--- src/rtl/fp_pkg.sv ---
// rtl/fp_pkg.sv - shared floating-point format helpers
package fp_pkg;
    localparam int DEF_EXP_W = 5;
    localparam int DEF_MAN_W = 10;

    // Widest fields any instantiated format may use (word <= 64 bits).
    localparam int XW = 16;
    localparam int MW = 32;

    typedef struct packed {
        logic          sign;
        logic [XW-1:0] exp;
        logic [MW-1:0] mant;    // hidden bit included; zero for zero/subnormal
    } fp_unpacked_t;

    function automatic int fp_bias(input int exp_w);
        return (1 << (exp_w - 1)) - 1;
    endfunction

    function automatic fp_unpacked_t fp_unpack(input logic [63:0] word, input int exp_w,
                                               input int man_w);
        fp_unpacked_t u;
        logic [63:0]  emask;
        logic [63:0]  mmask;
        emask  = (64'd1 << exp_w) - 64'd1;
        mmask  = (64'd1 << man_w) - 64'd1;
        u.sign = ((word >> (exp_w + man_w)) & 64'd1) != 64'd0;
        u.exp  = XW'((word >> man_w) & emask);
        u.mant = (u.exp == '0) ? '0 : MW'((word & mmask) | (64'd1 << man_w));
        return u;
    endfunction

    function automatic logic [63:0] fp_inf(input logic sign, input int exp_w, input int man_w);
        return ({63'd0, sign} << (exp_w + man_w)) | (((64'd1 << exp_w) - 64'd1) << man_w);
    endfunction

    function automatic logic [63:0] fp_zero();
        return 64'd0;
    endfunction
endpackage

--- src/rtl/fp_add_norm.sv ---
// rtl/fp_add_norm.sv - combinational align/add/normalise/truncate
module fp_add_norm
    import fp_pkg::*;
#(
    parameter int  EXP_W = DEF_EXP_W,
    parameter int  MAN_W = DEF_MAN_W,
    localparam int W     = 1 + EXP_W + MAN_W
) (
    input  logic [W-1:0] x,
    input  logic [W-1:0] y,
    output logic [W-1:0] sum,
    output logic         ovf
);
    // carry bit + hidden bit + fraction + 3 guard bits
    localparam int SW   = MAN_W + 5;
    localparam int EMAX = (1 << EXP_W) - 1;

    fp_unpacked_t  ux, uy, big, sml;
    logic [SW-1:0] mb, ms, s, norm;
    logic          x_inf, y_inf, found;
    int            d, lz, e;

    // Larger magnitude sets sign and exponent; the smaller one is shifted into alignment.
    always_comb begin
        ux    = fp_unpack(64'(x), EXP_W, MAN_W);
        uy    = fp_unpack(64'(y), EXP_W, MAN_W);
        x_inf = (ux.exp == XW'(EMAX));
        y_inf = (uy.exp == XW'(EMAX));
        if ({ux.exp, ux.mant} >= {uy.exp, uy.mant}) begin
            big = ux;
            sml = uy;
        end else begin
            big = uy;
            sml = ux;
        end
        d  = int'(big.exp) - int'(sml.exp);
        mb = SW'({big.mant, 3'b000});
        ms = (d >= MAN_W + 3) ? '0 : (SW'({sml.mant, 3'b000}) >> d);
        s  = (big.sign == sml.sign) ? (mb + ms) : (mb - ms);
        lz    = 0;
        found = 1'b0;
        for (int i = SW - 2; i >= 0; i--) begin
            if (!found) begin
                if (s[i]) found = 1'b1;
                else      lz    = lz + 1;
            end
        end
        if (s[SW-1]) begin
            norm = s >> 1;
            e    = int'(big.exp) + 1;
        end else begin
            norm = s << lz;
            e    = int'(big.exp) - lz;
        end
        sum = W'(fp_zero());
        ovf = 1'b0;
        if (x_inf || y_inf) begin
            if (x_inf && y_inf && (ux.sign != uy.sign)) begin
                sum = W'(fp_inf(1'b0, EXP_W, MAN_W));
                ovf = 1'b1;
            end else begin
                sum = W'(fp_inf(x_inf ? ux.sign : uy.sign, EXP_W, MAN_W));
            end
        end else if (s == '0) begin
            sum = W'(fp_zero());
        end else if (e >= EMAX) begin
            sum = W'(fp_inf(big.sign, EXP_W, MAN_W));
            ovf = 1'b1;
        end else if (e > 0) begin
            sum = {big.sign, EXP_W'(e), MAN_W'(norm >> 3)};
        end
    end
endmodule

--- src/rtl/fp_mac_pipe.sv ---
// rtl/fp_mac_pipe.sv - pipelined floating-point multiply-accumulate
module fp_mac_pipe
    import fp_pkg::*;
#(
    parameter int  EXP_W = DEF_EXP_W,
    parameter int  MAN_W = DEF_MAN_W,
    localparam int W     = 1 + EXP_W + MAN_W
) (
    input  logic         clk,
    input  logic         rst_n,
    input  logic         in_valid,
    output logic         in_ready,
    input  logic [W-1:0] a,
    input  logic [W-1:0] b,
    input  logic         first,
    input  logic         last,
    output logic         out_valid,
    input  logic         out_ready,
    output logic [W-1:0] result,
    output logic         overflow
);
    localparam int PW   = 2 * (MAN_W + 1);
    localparam int EMAX = (1 << EXP_W) - 1;

    logic          ready_q, stall, take;
    logic          s0_valid, s0_first, s0_last;
    logic [W-1:0]  s0_a, s0_b;
    logic          s1_valid, s1_first, s1_last, s1_ovf;
    logic [W-1:0]  s1_prod;
    logic [W-1:0]  acc, acc_x, acc_next;
    logic          acc_ovf, add_ovf, ovf_next;
    fp_unpacked_t  ua, ub;
    logic [PW-1:0] pm, pn;
    logic [W-1:0]  prod;
    logic          prod_ovf;
    int            pe;

    // A blocked result freezes every stage.
    assign stall    = out_valid && !out_ready;
    assign in_ready = ready_q && !stall;
    assign take     = in_valid && in_ready;

    // Multiply the captured operands: one-step normalise, truncate, saturate or flush.
    always_comb begin
        ua = fp_unpack(64'(s0_a), EXP_W, MAN_W);
        ub = fp_unpack(64'(s0_b), EXP_W, MAN_W);
        pm = PW'(ua.mant) * PW'(ub.mant);
        pe = int'(ua.exp) + int'(ub.exp) - fp_bias(EXP_W);
        if (pm[PW-1]) begin
            pn = pm;
            pe = pe + 1;
        end else begin
            pn = pm << 1;
        end
        prod     = W'(fp_zero());
        prod_ovf = 1'b0;
        if (ua.exp == XW'(EMAX) || ub.exp == XW'(EMAX)) begin
            prod = W'(fp_inf(ua.sign ^ ub.sign, EXP_W, MAN_W));
        end else if (ua.mant == '0 || ub.mant == '0) begin
            prod = W'(fp_zero());
        end else if (pe >= EMAX) begin
            prod     = W'(fp_inf(ua.sign ^ ub.sign, EXP_W, MAN_W));
            prod_ovf = 1'b1;
        end else if (pe > 0) begin
            prod = {ua.sign ^ ub.sign, EXP_W'(pe), MAN_W'(pn >> (PW - 1 - MAN_W))};
        end
    end

    assign acc_x    = s1_first ? '0 : acc;
    assign ovf_next = (acc_ovf && !s1_first) || s1_ovf || add_ovf;

    fp_add_norm #(.EXP_W(EXP_W), .MAN_W(MAN_W)) u_add (
        .x   (acc_x),
        .y   (s1_prod),
        .sum (acc_next),
        .ovf (add_ovf)
    );

    // Input side stays closed until the first edge after reset release.
    always_ff @(posedge clk or negedge rst_n) begin
        if (!rst_n) ready_q <= 1'b0;
        else        ready_q <= 1'b1;
    end

    // Operand capture and product stage, both held during a stall.
    always_ff @(posedge clk or negedge rst_n) begin
        if (!rst_n) begin
            s0_valid <= 1'b0;
            s0_first <= 1'b0;
            s0_last  <= 1'b0;
            s0_a     <= '0;
            s0_b     <= '0;
            s1_valid <= 1'b0;
            s1_first <= 1'b0;
            s1_last  <= 1'b0;
            s1_ovf   <= 1'b0;
            s1_prod  <= '0;
        end else if (!stall) begin
            s0_valid <= take;
            if (take) begin
                s0_a     <= a;
                s0_b     <= b;
                s0_first <= first;
                s0_last  <= last;
            end
            s1_valid <= s0_valid;
            if (s0_valid) begin
                s1_prod  <= prod;
                s1_ovf   <= prod_ovf;
                s1_first <= s0_first;
                s1_last  <= s0_last;
            end
        end
    end

    // Accumulate, and on a closing product publish the sum and reopen empty.
    always_ff @(posedge clk or negedge rst_n) begin
        if (!rst_n) begin
            acc       <= '0;
            acc_ovf   <= 1'b0;
            out_valid <= 1'b0;
            result    <= '0;
            overflow  <= 1'b0;
        end else begin
            if (out_valid && out_ready) out_valid <= 1'b0;
            if (!stall && s1_valid) begin
                if (s1_last) begin
                    result    <= acc_next;
                    overflow  <= ovf_next;
                    out_valid <= 1'b1;
                    acc       <= '0;
                    acc_ovf   <= 1'b0;
                end else begin
                    acc     <= acc_next;
                    acc_ovf <= ovf_next;
                end
            end
        end
    end
endmodule

--- config.mk ---
export PLATFORM = sky130hd
export DESIGN_NAME = fp_mac_pipe
export DESIGN_NICKNAME = d
export VERILOG_FILES = /design/src/rtl/fp_pkg.sv /design/src/rtl/fp_add_norm.sv /design/src/rtl/fp_mac_pipe.sv
export SDC_FILE = /design/constraint.sdc
export NUM_CORES = 1
export LEC_CHECK = 0
export BUFFER_PORTS_ARGS = -buffer_cell sky130_fd_sc_hd__clkbuf_2
export CORE_ASPECT_RATIO = 0.6
export CORE_UTILIZATION = 29
export DETAILED_ROUTE_END_ITERATION = 7
export SYNTH_ARGS = -nofsm -noshare
export SYNTH_HDL_FRONTEND = slang
export SYNTH_SLANG_ARGS = --single-unit
--- constraint.sdc ---
create_clock -name clk -period 22.7 [get_ports clk]
set_clock_uncertainty 0.2 [all_clocks]
set_input_delay 1.135 -clock clk [delete_from_list [all_inputs] [get_ports clk]]
set_output_delay 1.135 -clock clk [all_outputs]
set_load 0.005 [all_outputs]
# Yosys cells after proc, flatten, opt, wreduce, memory -nomap -nowiden
# Cells that the tools add are included.
dict set report word_totals {
  register_bits 91
  inputBits 38
  out_inout_bits 19
  word_cells 167
}
dict set report classes {
  n_addsub 21
  n_mul 1
  n_lt_le_gt_ge 6
  n_eq_ne 6
  n_shift 2
  n_mux 87
  bitwise 2
  n_reduce_logical 26
}
# operator n
set ops {}
lappend ops {{$mux W32} 28}
lappend ops {{$add A32 B2 Y32 const B} 13}
lappend ops {{$mux W16} 11}
lappend ops {{$mux W49} 2}
lappend ops {{$ge A32 B6 Y1 const B} 2}
lappend ops {{$gt A32 B1 Y1 const B} 2}
lappend ops {{$logic_not A16 Y1} 4}
lappend ops {{$logic_not A32 Y1} 2}
lappend ops {{$mux W11} 4}
lappend ops {{$mux W1} 38}
lappend ops {{$ge A37 B37 Y1} 1}
lappend ops {{$ge A32 B5 Y1 const B} 1}
lappend ops {{$shl A15 B32 Y13} 1}
lappend ops {{$shr A15 B32 Y15} 1}
lappend ops {{$sub A17 B32 Y32} 1}
lappend ops {{$mux W15} 2}
lappend ops {{$mul A11 B11 Y22} 1}
lappend ops {{$mux W21} 1}
lappend ops {{$eq A5 B5 Y1 const B} 4}
lappend ops {{$add A16 B1 Y17 const B} 1}
lappend ops {{$sub A16 B16 Y17} 1}
lappend ops {{$add A15 B15 Y15} 1}
lappend ops {{$logic_not A15 Y1} 1}
lappend ops {{$sub A15 B15 Y15} 1}
lappend ops {{other kinds (12)} 27}

# Longest topological paths before layout
# Gate-level depths: netlist of run 1.
dict set report depth {
  ltp_word 58
  mapped_depth 96
  ltp_nobuf 87
}

# Hierarchy
# From an unflattened synthesis of run 1, not the netlist that was laid out.
dict set report unflattened {
  cells_unflattened 1830
  hier_area_um2 14819.2
}
# module n_inst cells_each area_each_um2 seq_area_each_um2
set modules_own_cells {}
lappend modules_own_cells {fp_mac_pipe 1 854 8341.8 2277.2}
lappend modules_own_cells {fp_add_norm 1 976 6477.5 0.0}

# Least setup slack after synthesis of run 1
# OpenSTA, ideal clock, no wires.
dict set report synth_timing {
  kind {register to register}
  start {reg acc[11]}
  end {reg acc[5]}
  setup_ns 0.074
  arrival_ns 17.382
  required_time_ns 22.426
  path_slack_ns 5.043
  path_stages_with_launch 92
  n_path_buf 9
  period_less_slack_ns 17.657
  cell_sequence {dfrtp_1 -> nor3_1 -> a21oi_1 -> clkbuf_1 -> ha_1 -> nand3_1 -> a21oi_1 -> or3_4 -> nor3_2 -> buf_2 -> buf_2 -> clkbuf_1 -> a21boi_0 -> ha_1 -> and2_1 -> a31oi_1 -> a21boi_1 -> mux2i_1 -> [... 56 more ...] -> clkbuf_1 -> clkbuf_1 -> ha_1 -> a21o_1 -> a21o_1 -> a21o_1 -> a21oi_1 -> nor2_1 -> ha_1 -> nor4b_1 -> nand3b_1 -> mux2i_1 -> nor3_1 -> and3_1 -> buf_4 -> buf_6 -> nand2_1 -> o21ai_2}
}
dict set report synth_via {
  elab_chain_len 58
  word_cells_on_any_way 94
  cone_classes {add/sub (18); order compare (4); eq/ne (2); shift (2); mux (65); reduce/logical (3)}
}
# item line_no
set synth_lines {}
lappend synth_lines {{start, declared} fp_mac_pipe.sv:30} ;# logic [W-1:0] acc, acc_x, acc_next;
lappend synth_lines {{start signal, assigned} fp_mac_pipe.sv:134} ;# acc <= acc_next;
lappend synth_lines {{$mux W16 *} fp_mac_pipe.sv:69} ;# assign acc_x = s1_first ? '0 : acc;
lappend synth_lines {{$logic_not A16 Y1} fp_pkg.sv:29} ;# u.mant = (u.exp == '0) ? '0 : MW'((word & mmask) | (64'd1 << man_w));
lappend synth_lines {{$mux W11} fp_pkg.sv:29}
lappend synth_lines {{$ge A37 B37 Y1} fp_add_norm.sv:29} ;# if ({ux.exp, ux.mant} >= {uy.exp, uy.mant}) begin
lappend synth_lines {{$mux W49} fp_add_norm.sv:29}
lappend synth_lines {{$sub A16 B16 Y17} fp_add_norm.sv:36} ;# d = int'(big.exp) - int'(sml.exp);
lappend synth_lines {{$ge A32 B5 Y1 or $shr A15 B32 Y15 (tied branches)} fp_add_norm.sv:38} ;# ms = (d >= MAN_W + 3) ? '0 : (SW'({sml.mant, 3'b000}) >> d);
lappend synth_lines {{$mux W15} fp_add_norm.sv:38}
lappend synth_lines {{[... 42 more ...]} n/a}
lappend synth_lines {{$sub A17 B32 Y32} fp_add_norm.sv:53} ;# e = int'(big.exp) - lz;
lappend synth_lines {{$mux W32} fp_add_norm.sv:48} ;# if (s[SW-1]) begin
lappend synth_lines {{$gt A32 B1 Y1} fp_add_norm.sv:69} ;# end else if (e > 0) begin
lappend synth_lines {{$mux W16} fp_add_norm.sv:69}
lappend synth_lines {{$mux W16} fp_add_norm.sv:66} ;# end else if (e >= EMAX) begin
lappend synth_lines {{$mux W16} fp_add_norm.sv:64} ;# end else if (s == '0) begin
lappend synth_lines {{$mux W16 *} fp_add_norm.sv:57} ;# if (x_inf || y_inf) begin
lappend synth_lines {{$mux W16 *} fp_mac_pipe.sv:127} ;# if (s1_last) begin
# Mark *: on every way between the ends. The rest lies on a longest branch, timed or not.
# A chain may end at the register's enable or synchronous reset.

# Worst setup path in the final report of run 1
dict set report layout_timing {
  start {reg acc[11]}
  end {reg result[4]}
}
dict set report layout_via {
  elab_chain_len 57
  word_cells_on_any_way 93
  cone_classes {add/sub (18); order compare (4); eq/ne (2); shift (2); mux (64); reduce/logical (3)}
}
# item line_no
set layout_lines {}
lappend layout_lines {{$mux W16 *} fp_mac_pipe.sv:69}
lappend layout_lines {{$logic_not A16 Y1} fp_pkg.sv:29}
lappend layout_lines {{$mux W11} fp_pkg.sv:29}
lappend layout_lines {{$ge A37 B37 Y1} fp_add_norm.sv:29}
lappend layout_lines {{$mux W49} fp_add_norm.sv:29}
lappend layout_lines {{$sub A16 B16 Y17} fp_add_norm.sv:36}
lappend layout_lines {{$ge A32 B5 Y1 or $shr A15 B32 Y15 (tied branches)} fp_add_norm.sv:38}
lappend layout_lines {{$mux W15} fp_add_norm.sv:38}
lappend layout_lines {{[... 41 more ...]} n/a}
lappend layout_lines {{$mux W32} fp_add_norm.sv:43} ;# if (!found) begin
lappend layout_lines {{$sub A17 B32 Y32} fp_add_norm.sv:53}
lappend layout_lines {{$mux W32} fp_add_norm.sv:48}
lappend layout_lines {{$gt A32 B1 Y1} fp_add_norm.sv:69}
lappend layout_lines {{$mux W16} fp_add_norm.sv:69}
lappend layout_lines {{$mux W16} fp_add_norm.sv:66}
lappend layout_lines {{$mux W16} fp_add_norm.sv:64}
lappend layout_lines {{$mux W16 *} fp_add_norm.sv:57}
lappend layout_lines {{end signal, assigned} fp_mac_pipe.sv:128} ;# result <= acc_next;
lappend layout_lines {{end, declared} fp_mac_pipe.sv:19} ;# output logic [W-1:0] result,
# Marks and branches as above.

==> results.md, run 1 <==
* Post-DRT Antenna Nets at 0
* Antenna violations before repair at 0
* Diode count at 0
* Vias in the first global route at 12,200
* I/O pins at 57
* RePlAce Congestion at 0.933
* Top-count cell post-synth: nand2_1
* Post-synth EDFFs at 0
* Clk root buf: clkbuf_16
* Router iterations before antenna repair at 5
* GRT Total Usage at 16.8%
* Routed Wire Length at 41,100 um
* Syn Inst Count at 1,737
* CP top delay family: compound AO/OA/AOI/OAI gates
* Worst hold slack at 284 ps
* CTS Hold Bufs at 0
* Largest net degree at the start of global routing at 96
* Async SR Flop Fraction at 100%
* DRC at 0
* # Post-CTS Setup Buffers at 0
* Top cells by area, synth: dfrtp_1 16%, fa_1 12%, ha_1 11%
* Max-Slew Margin vs Limit at 18.3%
* # setup viols final at 0
* CP required at 22,790 ps
* CTS Buf Count at 9
* CTS tree: built
* Crit. path cell count at 86
* Post-synthesis cell type count at 113
* Initial Util at 29.6%
* Synth Register Bits at 91
* HPWL after DPL at 33,600 um
* Final hold violation count at 0
* Top post-synthesis cells by count: 212 x nand2_1, 174 x inv_1, 126 x ha_1
* Core footprint at 48,000 um^2
* Synthesized area at 14,200 um^2
* Type of the worst setup path: reg -> reg
* First-pass GRT wire length at 68,000 um
* DP Area at 15,000 um^2
* WHS Path Cells at 2
* Max-cap violation count at 0
* Top-area cell type share of the netlist area at 16.0%
* Synth area leader: dfrtp_1
* Synthesis Warnings at 0
* Status: finished, final reports clean
* Actual slew at the worst max-slew pin at 1230 ps
* Fmax at 50.0 MHz
* Hold Crit Class: reg -> reg
* CP Capture Type: register
* Slew Limit Fails at 0
* # nets final at 1,973
* Post-placement cell count at 2,356
* H-tree depth at 3
* Crit path top cell by count: ha_1
* Final instance area at 15,300 um^2
* CP Launch Type: register
* Total gr overflow at 0
* Non-filler cells, final at 2,372
* Die area at 49,800 um^2
* Die H at 173 um
* Clock Latency Late Sink at 360 ps
* PortBufs at 56
* Die Span X at 288 um
* DR WL/cell at 17.3 um
* Main synth FF type: dfrtp_1
* Clock transition at path regs at 80 ps
* RSZ-0062 raised after global routing: no
* R2R depth at 86
* Register area share after synthesis at 16.0%
* Crit path DAT at 20,090 ps
* Fillers at 5,055
* Fin Setup TNS at 0 ps
* PostCTS Resize Cnt at 0
* DRT iter0 DRCs at 1,278
* Site Rows at 62
* Clk buf depth at 2
* Syn Area/Cell at 8.17 um^2
* Post-DR vias/cell at 5.40
* Layout cells sized above 1 at 11.6%
* Vias at 12,800
* WP buf/inv at 5
* Area grow syn2layout at 7.79%
* Period Utilization, post-route at 88.1%
* Max FO, Critical Path at 31
* CP max stage delay at 950 ps
* CTS Sinks at 91
* Crit-path slowest cell: a21oi_1
* Fin crit period at 20,000 ps
==> metrics by stage <==
step,setup slack [ps],utilization (%)
4_1_cts,3050,31.9
3_3_place_gp,3340,31.2
3_5_place_dp,3150,31.2
5_1_grt,1040,31.9
2_1_floorplan,5040,-
6_report,2700,31.9
==> sequential cells by signal, summed over array words and instances, names as in the netlist <==
| signal | cells |
|---|---|
| acc | 16 |
| result | 16 |
| s0_a | 16 |
| s0_b | 16 |
| s1_prod | 16 |
| acc_ovf | 1 |
| out_valid | 1 |
| overflow | 1 |
| ready_q | 1 |
| s0_first | 1 |
| s0_last | 1 |
| s0_valid | 1 |
| s1_first | 1 |
| s1_last | 1 |
| s1_ovf | 1 |
| s1_valid | 1 |
==> path summary, 6_finish.rpt <==
check	startpoint	endpoint	slack [ps]
hold reg to reg	result[12]	result[12]	280
max in group asynchronous	rst_n	result[6]	20660
setup reg to reg	acc[11]	result[4]	2700
setup / recovery	acc[11]	result[4]	2700
hold / removal	result[12]	result[12]	280
min in group asynchronous	rst_n	s0_b[14]	530
==> layout make-up <==
class | instances | area (um^2) | share of cell area [%]
Clock buffer | 9 | 225 | 1.47
Clock inverter | 7 | 76.3 | 0.499
Inverter | 176 | 661 | 4.32
Multi-Input combinational cell | 1380 | 10900 | 71.1
Sequential cell | 91 | 2280 | 14.9
Tap cell | 640 | 801 | 5.24
Timing Repair Buffer | 69 | 380 | 2.49
==> tightest hold or removal path: stages, from the launching register on <==
cell and delay, ps:
dfrtp_1 350, nand2_1 40, o21ai_0 60
==> cells in the final DEF (no fill, tap or decap), drive strengths merged, types with 64 or more instances in the layout <==
master and count:
dfrtp 91, o21ai 100, clkbuf 64, ha 126
nand2 213, nand3 65, a21oi 87, nor2 103
inv 180, fa 82
==> metal layers <==
metal | up-vias | routed length (um) | global-route usage, %
met5 | - | 0 | 0
met4 | 0 | 231 | 2.22
met3 | 15 | 3180 | 2.87
met2 | 413 | 16200 | 22.9
met1 | 6275 | 21500 | 27.3
li1 | 6115 | - | -
==> logic make-up (layout without fill, tap and decap cells) <==
group	count (synthesis)	in the layout	synth area share [%]
buffers and inverters	267	261	7.42
DFF	91	91	16.0
adders and majority gates	209	209	22.7
xor gates and xnor gates	65	65	4.74
and+or+nand+nor	603	603	20.9
AOI/OAI and AO/OA	398	398	19.5
other	1	2	0.0264
muxes	103	103	8.69
Power of run 1 is not shown: default switching activity piles up to over one toggle a cycle in this logic, so the estimate is an artifact.
==> run 2: changes to the inputs <==
clock period = 23 ns   (was 22.7 ns; I/O delays follow)
==> run 2 against run 1 <==
Register-to-register slack better by 50 ps. Wire length is 0.30% higher. Via count is 0.12% higher. Critical path depth down 1. Cell area decreased by 0.12%. Global-route usage about the same. First-iteration DRC count is 5.3% lower. Worst setup slack improved by 55 ps. Die area unchanged. Largest cell class unchanged. Sequential share of layout area barely moved.
==> results.md, run 2 (synthesis results as in run 1) <==
* Status: finished, final reports clean
* Clock transition at path regs at 70 ps (about the same)
* CTS Sinks at 91 (unchanged)
* Clk buf depth at 2 (unchanged)
* CP Capture Type: register
* H-tree depth at 3 (unchanged)
* # Post-CTS Setup Buffers at 0 (unchanged)
* Actual slew at the worst max-slew pin at 1240 ps (+12.5 ps)
* CTS tree: built
* Commonest non-fill, non-tap cell in the layout: nand2_1
* CP required at 23,090 ps (+300 ps)
* Die H at 173 um (unchanged)
* Hold path endpoint: result[7]
* Clk root buf: clkbuf_16
* CTS Hold Bufs at 0 (unchanged)
* First-pass GRT wire length at 67,800 um (-0.32%)
* # setup viols final at 0 (unchanged)
* WHS Path Cells at 2 (unchanged)
* Max-Slew Margin vs Limit at 17.4% (-0.83 points)
* PostCTS Resize Cnt at 0 (unchanged)
* Total gr overflow at 0 (unchanged)
* Crit path DAT at 20,330 ps (+240 ps)
* Slew Limit Fails at 0 (unchanged)
* Post-DRT Antenna Nets at 0 (unchanged)
* Crit path top cell by count: ha_1
* DRT iter0 DRCs at 1,210 (-5.3%)
* Core footprint at 48,000 um^2 (unchanged)
* CP Launch Type: register
* Util after Layout at 31.8% (-0.039 points)
* Crit-path slowest cell: a21oi_1
* Largest net degree at the start of global routing at 96 (unchanged)
* Vias at 12,800 (+0.12%)
* Router iterations before antenna repair at 5 (unchanged)
* DR WL/cell at 17.4 um (+0.30%)
* Final hold violation count at 0 (unchanged)
* Pre-CTS setup slack at 3140 ps (-10.7 ps)
* Layout cells sized above 1 at 11.6% (unchanged)
* RePlAce Congestion at 0.935 (+0.30%)
* I/O pins at 57 (unchanged)
* Post-DR vias/cell at 5.41 (+0.12%)
* Worst reg2reg endpoint: result[8]
* Diode count at 0 (unchanged)
* Type of the worst setup path: reg -> reg
* Vias in the first global route at 12,400 (+1.1%)
* R2r startpoint: acc[11]
* Site Rows at 62 (unchanged)
* Initial Util at 29.6% (unchanged)
* R2R depth at 85 (-1.2%)
* CTS Buf Count at 9 (unchanged)
* Commonest non-fill, non-tap cells in the layout: 212 x nand2_1, 174 x inv_1, 126 x ha_1
* Routed Wire Length at 41,200 um (+0.30%)
* DRC at 0 (unchanged)
* # nets final at 1,973 (unchanged)
* Clock Latency Late Sink at 350 ps (about the same)
* Max FO, Critical Path at 31 (unchanged)
* Hold path start: result[7]
* GRT Total Usage at 16.8% (about the same)
* Fin Setup TNS at 0 ps (unchanged)
* PortBufs at 56 (unchanged)
* Die Span X at 288 um (unchanged)
* Hold Crit Class: reg -> reg
* Fmax at 49.4 MHz (-1.2%)
* R2R Setup Slk at 2760 ps (+50 ps)
* Antenna violations before repair at 0 (unchanged)
* Period Utilization, post-route at 88.0% (about the same)
* CP max stage delay at 960 ps (about the same)
* Final critical-path setup slack at 2760 ps (+54.8 ps)
* Max-cap violation count at 0 (unchanged)
* RSZ-0062 raised after global routing: no
* Fin crit period at 20,240 ps (+245 ps)
* HPWL after DPL at 33,600 um (+0.13%)
* Area grow syn2layout at 7.66%
* Die area at 49,800 um^2 (unchanged)
[run 2: worst max path at each step]
stage	from	end	slack, ps	cells past startpoint
after floorplan	acc[11]	acc[5]	5340	91
after global routing	acc[11]	result[0]	1240	86
after global placement	acc[11]	result[4]	3610	86
final	acc[11]	result[8]	2760	85
after CTS	acc[11]	result[8]	3110	86
after detailed placement	acc[11]	result[8]	3140	86
[run 2: area by class of cell]
| cell class | count | area, um^2 |
|---|---|---|
| clock buffers | 9 | 225 |
| flip-flops and latches | 91 | 2280 |
| inverters | 176 | 661 |
| well taps | 640 | 801 |
| clock inverters | 7 | 57.6 |
| fillers | 5017 | 32700 |
| multi-input cells | 1380 | 10900 |
| repair buffers | 69 | 380 |
[run 2: routing by layer]
metal	vias to the layer above	share of wire [%]	global-route usage [%]
li1	6133	-	-
met1	6281	53	27.4
met2	403	39	22.9
met3	16	7.1	2.47
met4	0	0.69	2.59
met5	-	0	0
[run 2: critical path: cells and delay by family (launching register included)]
kind | cells | cell delay, ps
compound gates | 28 | 6320
xor+xnor | 1 | 810
fa+ha+maj | 17 | 5080
buf+inv | 4 | 800
flops | 1 | 420
mux | 8 | 1680
simple gates | 27 | 4890
[run 2: per-stage QoR]
stage	cell area [um^2]	hold WS (ps)	std cells
6_report	15300	287	2372
5_1_grt	15300	314	2372
3_3_place_gp	15000	265	2356
2_1_floorplan	14200	241	1738
3_5_place_dp	15000	272	2356
4_1_cts	15300	289	2372
Power of run 2 is left out for the same reason.
